===== src/rtl/regbank_pkg.sv =====
// Shared register-bank constants and types for the writeback path.
// Imported by the write-port arbiter and its round-robin scanner.
package regbank_pkg;

    localparam int REG_ADDR_W = 4;
    localparam int REG_DATA_W = 32;
    localparam int NUM_REGS   = 16;

    localparam logic [REG_ADDR_W-1:0] REG_VGA = 4'hF;

    typedef logic [REG_ADDR_W-1:0] reg_addr_t;
    typedef logic [REG_DATA_W-1:0] reg_data_t;

endpackage


===== src/rtl/regbank_wr_arbiter_rr.sv =====
// Combinational round-robin scanner: starting at ptr, the first set req wins.
// Ports: req (requests), ptr (start index), en (0 = no grant), grant (one-hot), gidx.
module rr_arbiter
    import regbank_pkg::*;
#(
    parameter  int N  = 3,
    localparam int PW = $clog2(N)
) (
    input  logic [N-1:0]  req,
    input  logic [PW-1:0] ptr,
    input  logic          en,
    output logic [N-1:0]  grant,
    output logic [PW-1:0] gidx
);

    always_comb begin : scan
        int   idx;
        logic found;
        grant = '0;
        gidx  = '0;
        found = 1'b0;
        idx   = 0;
        for (int k = 0; k < N; k++) begin
            idx = (int'(ptr) + k) % N;
            if (en && !found && req[idx]) begin
                found      = 1'b1;
                grant[idx] = 1'b1;
                gidx       = PW'(idx);
            end
        end
    end

endmodule


===== src/rtl/regbank_wr_arbiter.sv =====
// Shares the single register-bank write port among NREQ writeback requesters.
// Ports: clk/rst, stall, req_valid/addr/data in, req_ready out, registered
// we3/wa3/wd3 write port, pend_mask (in-flight write), conflicts counter.
module regbank_wr_arbiter
    import regbank_pkg::*;
#(
    parameter int NREQ   = 3,
    parameter int ADDR_W = REG_ADDR_W,
    parameter int DATA_W = REG_DATA_W,
    parameter int CNT_W  = 16
) (
    input  logic                   clk,
    input  logic                   rst,
    input  logic                   stall,
    input  logic [NREQ-1:0]        req_valid,
    input  logic [NREQ*ADDR_W-1:0] req_addr,
    input  logic [NREQ*DATA_W-1:0] req_data,
    output logic [NREQ-1:0]        req_ready,
    output logic                   we3,
    output logic [ADDR_W-1:0]      wa3,
    output logic [DATA_W-1:0]      wd3,
    output logic [2**ADDR_W-1:0]   pend_mask,
    output logic [CNT_W-1:0]       conflicts
);

    localparam int PW = $clog2(NREQ);
    localparam int CW = $clog2(NREQ + 1);

    logic [PW-1:0]     rr_ptr_q, rr_ptr_d;
    logic              we3_q, we3_d;
    logic [ADDR_W-1:0] wa3_q, wa3_d;
    logic [DATA_W-1:0] wd3_q, wd3_d;
    logic [CNT_W-1:0]  cnt_q, cnt_d;

    logic [NREQ-1:0] grant;
    logic [PW-1:0]   gidx;
    logic            arb_en;
    logic            gnt_any;
    logic [CW-1:0]   nvalid;

    assign arb_en = !rst && !stall;

    rr_arbiter #(.N(NREQ)) u_arb (
        .req   (req_valid),
        .ptr   (rr_ptr_q),
        .en    (arb_en),
        .grant (grant),
        .gidx  (gidx)
    );

    assign req_ready = grant;
    assign gnt_any   = |grant;

    always_comb begin
        nvalid = '0;
        for (int i = 0; i < NREQ; i++) begin
            nvalid = nvalid + CW'(req_valid[i]);
        end
    end

    always_comb begin
        rr_ptr_d = rr_ptr_q;
        we3_d    = gnt_any;
        wa3_d    = wa3_q;
        wd3_d    = wd3_q;
        cnt_d    = cnt_q;
        if (gnt_any) begin
            if (int'(gidx) == NREQ - 1) begin
                rr_ptr_d = '0;
            end else begin
                rr_ptr_d = gidx + 1'b1;
            end
            wa3_d = req_addr[gidx*ADDR_W +: ADDR_W];
            wd3_d = req_data[gidx*DATA_W +: DATA_W];
        end
        // Counts even under stall; sticks at all-ones.
        if (nvalid > CW'(1) && !(&cnt_q)) begin
            cnt_d = cnt_q + 1'b1;
        end
    end

    always_ff @(posedge clk) begin
        if (rst) begin
            rr_ptr_q <= '0;
            we3_q    <= 1'b0;
            wa3_q    <= '0;
            wd3_q    <= '0;
            cnt_q    <= '0;
        end else begin
            rr_ptr_q <= rr_ptr_d;
            we3_q    <= we3_d;
            wa3_q    <= wa3_d;
            wd3_q    <= wd3_d;
            cnt_q    <= cnt_d;
        end
    end

    // A register is pending while its granted write sits in the output stage.
    always_comb begin
        pend_mask = '0;
        if (we3_q) begin
            pend_mask[wa3_q] = 1'b1;
        end
    end

    assign we3       = we3_q;
    assign wa3       = wa3_q;
    assign wd3       = wd3_q;
    assign conflicts = cnt_q;

endmodule

===== config.mk =====
export PLATFORM = sky130hd
export DESIGN_NAME = regbank_wr_arbiter
export DESIGN_NICKNAME = d
export VERILOG_FILES = /design/src/rtl/regbank_pkg.sv /design/src/rtl/regbank_wr_arbiter_rr.sv /design/src/rtl/regbank_wr_arbiter.sv
export SDC_FILE = /design/constraint.sdc
export NUM_CORES = 1
export LEC_CHECK = 0
export ABC_AREA = 1
export BUFFER_PORTS_ARGS = -buffer_cell sky130_fd_sc_hd__buf_2
export CAP_MARGIN = 20
export CORE_MARGIN = 3
export CORE_UTILIZATION = 47
export CTS_CLUSTER_DIAMETER = 50
export DETAILED_ROUTE_END_ITERATION = 16
export GPL_TIMING_DRIVEN = 0
export PLACE_DENSITY = 0.91
export SYNTH_ARGS = -nofsm -noshare
export SYNTH_HDL_FRONTEND = slang
export SYNTH_SLANG_ARGS = --single-unit
export TNS_END_PERCENT = 20

===== constraint.sdc =====
create_clock -name clk -period 3.2 [get_ports clk]
set_clock_uncertainty 0.2 [all_clocks]
set_input_delay 0.16 -clock clk [delete_from_list [all_inputs] [get_ports clk]]
set_output_delay 0.16 -clock clk [all_outputs]
set_load 0.01 [all_outputs]

# [Word level (Yosys, flattened, before mapping)]
# Cells that the tools add are included.
# Widths: inputs -> output; s select.
[word_totals] reg_bits=55 latchBits=0 ram_bits=0 mem_bits_ro=0 inputBits=114 output_inout_bits=72 n_memories=0
[op_classes] add_sub_neg=6 mul=0 div=3 magnitude_cmp=9 n_eq_ne=1 shift=2 muxes=27 n_bitwise=2 reduce_logical=18
[ops] operator="$ge 32x1->1 const B" n=3
[ops] operator="$lt 32x4->1 const B" n=3
[ops] operator="$shiftx 96x8->32" n=1
[ops] operator="$mod 32x3->32 const B" n=2
[ops] operator="$mod 3x3->32 const B" n=1
[ops] operator="$add 16x1->16 const B" n=1
[ops] operator="$mux 16" n=1
[ops] operator="$reduce_and 16->1" n=1
[ops] operator="$mux 1" n=12
[ops] operator="$shiftx 12x5->4" n=1
[ops] operator="$logic_and 1x1->1" n=11
[ops] operator="$mux 3" n=3
[ops] operator="$mux 2" n=4
[ops] operator="$bmux 1 s2" n=3
[ops] operator="$demux 1 s2" n=3
[ops] operator="$or 3x3->3" n=2
[ops] operator="$logic_not 1->1" n=5
[ops] operator="$lt 4x5->1 const B" n=1
[ops] operator="$demux 1 s4" n=1
[ops] operator="$ge 4x1->1 const B" n=1
[ops] operator="$add 2x1->3 const B" n=1
[ops] operator="$add 2x2->3 const B" n=1
[ops] operator="$reduce_or 3->1" n=1
[ops] operator="$add 1x1->2" n=1
[ops] operator="other kinds (4)" n=4

# [Longest topological paths before layout]
[logic_depth] word_depth=16 depth_mapped=16 mapped_depth_nobuf=15

# [Modules after synthesis]
# A second synthesis with hierarchy kept.
[unflattened] cells_unflattened=521 hier_area_um2=3368.2
[by_module_without_submodules] module="regbank_wr_arbiter" n_inst=1 cells_each=471 area_each_um2=3095.5 seq_area_each_um2=1101.1
[by_module_without_submodules] module="rr_arbiter" n_inst=1 cells_each=50 area_each_um2=272.8 seq_area_each_um2=0.0

# [Worst setup path before layout]
# No wires, ideal clock.
[synth_path] path_kind="register -> register" from="register rr_ptr_q[0]" to="register wd3_q[9], in the netlist wd3[9]" setup_ps=129 arrival_time_ps=1989 setup_slack_ps=882 stages_incl_launch_ff=16 synth_period_minus_slack_ps=2318 path_cell_list="dfxtp_1 inv_1 ha_1 inv_1 nand2_1 nand3_1 nand2_1 nand4_1 nand2_2 nor2_4 nand2_2 nor2_4 buf_8 a21oi_2 nor2_1 nor2_1"
[synth_between] elab_chain_len=15 word_cells_on_any_way=48 cone_classes="add/sub: 2; div: 3; order compare: 6; shift: 1; mux: 23; bitwise: 2; reduce/logical: 11"
[synth_lines] element="start, declared" line="regbank_wr_arbiter.sv:29" source="logic [PW-1:0] rr_ptr_q, rr_ptr_d;"
[synth_lines] element="start signal, assigned" line="regbank_wr_arbiter.sv:90" source="rr_ptr_q <= rr_ptr_d;"
[synth_lines] element="branches (longest 15 deep; another with $mod 32x3->32)"
[synth_lines] element="end signal, assigned" line="regbank_wr_arbiter.sv:93" source="wd3_q <= wd3_d;"
[synth_lines] element="end, declared" line="regbank_wr_arbiter.sv:32" source="logic [DATA_W-1:0] wd3_q, wd3_d;"
# Several ways; the timed one is not identified. The select of a mux whose other input is x is not followed.
# A chain may end at the register's enable or synchronous reset.

# [Worst setup path in the final report]
[layout_path] from="register rr_ptr_q[0]" to="register wd3_q[13], in the netlist wd3[13]"
# Same word-level chain as after synthesis.

==> flow_metrics.env <==
export IMPL_crit_buf_inv=5
export IMPL_drive_above_1_share_pct=32.7
export IMPL_clock_path_buffers=2
export IMPL_worst_slew_pin_slew_ns=0.539
export IMPL_dpl_cell_area_mm2=0.00482
export IMPL_period_share_pct=93.8
export IMPL_max_cap_violations=0
export IMPL_wire_per_inst_um=16.9
export IMPL_fmax_ghz=0.333
export IMPL_clk_latency_ns=0.31
export IMPL_grt_usage_pct=35.4
export IMPL_grt_pass1_wl_mm=25.1
export IMPL_root_buffer="clkbuf_8"
export IMPL_die_x_um=95.5
export IMPL_vias=5272
export IMPL_synth_net_count=702
export IMPL_p_seq_share_pct=32.4
export IMPL_ys_flop_type="dfxtp_1"
export IMPL_crit_slowest_cell="dlygate4sd3_1"
export IMPL_fin_crit_ns=3.00
export IMPL_fin_area_mm2=0.00565
export IMPL_numCtsBuffers=5
export IMPL_status="finished, final reports clean"
export IMPL_ys_seq_area_share_pct=29.2
export IMPL_worst_ep_required_time_ns=3.21
export IMPL_cp_startpoint="rr_ptr_q[0]"
export IMPL_path_clk_slew_ns=0.11
export IMPL_start_util_pct=48.5
export IMPL_worstHoldPathType="in -> reg"
export IMPL_tritoncts="done"
export IMPL_fin_nets=962
export IMPL_synthArstFlopShare_pct=0
export IMPL_p_int_mw=1.66
export IMPL_cp_top_family="buffers and inverters"
export IMPL_combPwrFrac_pct=51.4
export IMPL_nFillCells=548
export IMPL_ys_ff_latch=55
export IMPL_fin_tns_setup_ns=0
export IMPL_worstReg2RegEnd="wd3[13]"
export IMPL_die_area_mm2=0.00913
export IMPL_synth_edf_count=0
export IMPL_critPathArrivalTime_ns=3.01
export IMPL_crit_chain="inv_1 > ha_4 > inv_2 > nand2_1 > nand3_1 > nand2_2 > nand4_1 > a21oi_2 > inv_4 > buf_4 > nand2_1 > nand2_1 > dlygate4sd3_1 > nor2_1 > nor2_1"
export IMPL_pin_count=186
export IMPL_clkPwrFrac_pct=16.2
export IMPL_postRouteAntennaNets=0
export IMPL_first_pass_iters=6
export IMPL_core_area_mm2=0.00777
export IMPL_drt_initial_drc_count=321
export IMPL_grt_max_degree=18
export IMPL_hold_viol=0
export IMPL_first_global_vias=5079
export IMPL_pre_cts_ws_ns=0.508
export IMPL_path_class="reg -> reg"
export IMPL_start_kind="register"
export IMPL_die_h_um=95.5
export IMPL_netlist_instances=582
export IMPL_rr_startpoint="rr_ptr_q[0]"
export IMPL_syn_to_final_growth_pct=49.8
export IMPL_cts_htree_levels=2
export IMPL_slew_violations=0
export IMPL_ys_top_cells_by_area="dfxtp_1, nand2_1, nor2_1"
export IMPL_row_count=32
export IMPL_hpwl_mm=9.14
export IMPL_vias_per_cell=5.57
export IMPL_slew_headroom_pct=64.0
export IMPL_setup_viol=0
export IMPL_syn_cell_area_mm2=0.00377
export IMPL_synth_most_common_cell="nand2_1"
export IMPL_port_buffers=185
export IMPL_cp_endpoint="wd3[13]"
export IMPL_antenna_found_initial=1
export IMPL_peakVddDrop_mv=0.242
export IMPL_worst_r2r_setup_slack_ns=0.20
export IMPL_yosys_top_cells_count="nand2_1, nor2_1, dfxtp_1, nand3_1, o21ai_0"
export IMPL_crit_path_max_incr_delay_ns=0.56
export IMPL_power_density_mw_per_mm2=517
export IMPL_remaining_drc_errors=0
export IMPL_ys_types=33
export IMPL_synth_area_leader_cell="dfxtp_1"
export IMPL_swShare_pct=43.3
export IMPL_reg2reg_depth=15
export IMPL_cp_depth=15
export IMPL_leakage_nw=3.01
export IMPL_syn_area_per_cell_um2=6.48
export IMPL_overflow=0
export IMPL_cp_max_fo=10
export IMPL_utilization_pct=72.7
export IMPL_crit_top_cell="nand2_1"
export IMPL_ys_warn_count=0
export IMPL_power_switching_mw=1.26
export IMPL_yosys_area_top_type_share_pct=29.2
export IMPL_drt_wl_total_mm=16.0
export IMPL_cts_sinks=55
export IMPL_place_gp_congestion=0.916
export IMPL_finalWorstSetupSlack_ns=0.200
export IMPL_cp_end_kind="register"
==> through the flow <==
stage	std cells	hold slack, ns	total power, mW
2_1_floorplan	582	0.0385	1.78
3_3_place_gp	869	0.235	2.20
3_5_place_dp	869	0.243	2.22
4_1_cts	945	0.000103	2.79
5_1_grt	946	0.00140	3.13
6_report	946	0.00372	2.92
==> worst reg2reg max path, stage by stage, from the launching register on <==
cell           delay (ns)
dfxtp_4              0.39
inv_1                0.08
ha_4                 0.32
inv_2                0.06
nand2_1              0.05
nand3_1              0.08
nand2_2              0.11
nand4_1              0.11
a21oi_2              0.25
inv_4                0.11
buf_4                0.20
nand2_1              0.11
nand2_1              0.09
dlygate4sd3_1        0.56
nor2_1               0.12
nor2_1               0.05
==> what timing repair did <==
| action | in CTS | in global routing |
|---|---|---|
| buffers inserted | 0 | 0 |
| hold endpoints to repair | 34 | 0 |
| setup endpoints to repair | 0 | 14 |
| resized for setup | 0 | 13 |
| hold buffers | 68 | 0 |
==> state kept, by name (all words and copies together) (netlist names) <==
name and count:
conflicts 16, we3 1, rr_ptr_q 2, wa3 4, wd3 32
==> layout by cell type, fill, tap and decap left out, drive strengths merged <==
| master | count |
|---|---|
| ha | 6 |
| nor2 | 85 |
| dfxtp | 55 |
| nand4 | 10 |
| nor4 | 3 |
| o21a | 1 |
| clkinv | 1 |
| bufinv | 1 |
| inv | 41 |
| xor2 | 2 |
| nand3 | 65 |
| xnor2 | 1 |
| o21ai | 39 |
| clkbuf | 10 |
| nand2 | 209 |
| nor3 | 15 |
| a211oi | 2 |
| a21oi | 21 |
| buf | 208 |
| diode | 1 |
| dlygate4sd3 | 68 |
==> power by group through the flow <==
stage                     combinational (mW)  clock, mW  sequential [mW]
after floorplan                        0.783          0            0.999
after global placement                  1.26          0            0.937
after detailed placement                1.28          0            0.942
after CTS                               1.38      0.480            0.927
after global routing                    1.65      0.508            0.968
final                                   1.50      0.472            0.947
==> kinds of logic after synthesis <==
logic type,count (synthesis),synth area share [%]
flip-flops,55,29.2
AND/OR/NAND/NOR,387,48.7
buffers and inverters,68,10.3
AO/OA/AOI/OAI,63,9.16
XOR/XNOR,3,0.697
adder cells (fa/ha/maj),6,1.99
==> final cells by class <==
class / instances / area, um2 / share of cell area [%]
Clock inverter: 2 / 38.8 / 0.687
Buffer: 27 / 235 / 4.17
Antenna cell: 1 / 2.50 / 0.0443
Inverter: 41 / 159 / 2.81
Sequential cell: 55 / 1110 / 19.6
Clock buffer: 6 / 72.6 / 1.29
Timing Repair Buffer: 253 / 1610 / 28.5
Tap cell: 102 / 128 / 2.26
Multi-Input combinational cell: 459 / 2300 / 40.7
==> routing by layer <==
layer  track usage [%]  routed length [um]  vias to the layer above
met3              18.4                1980                      140
li1                  -                   -                     2386
met5              1.79                   0                        -
met4              19.4                1230                        0
met1              36.5                5330                     2299
met2              57.7                7470                      447
==> how the worst min path moves through the flow <==
stage / endpoint / slack [ns] / startpoint / depth (start not counted)
5_1_grt: wd3[23] / 0.001 / req_data[55] / 5
4_1_cts: wd3[23] / 0.0001 / req_data[55] / 5
3_3_place_gp: conflicts[1] / 0.23 / rst / 2
2_1_floorplan: conflicts[1] / 0.04 / rst / 1
6_report: wd3[5] / 0.004 / req_data[5] / 5
3_5_place_dp: conflicts[1] / 0.24 / rst / 2
Power figures use the tool's default switching activity.
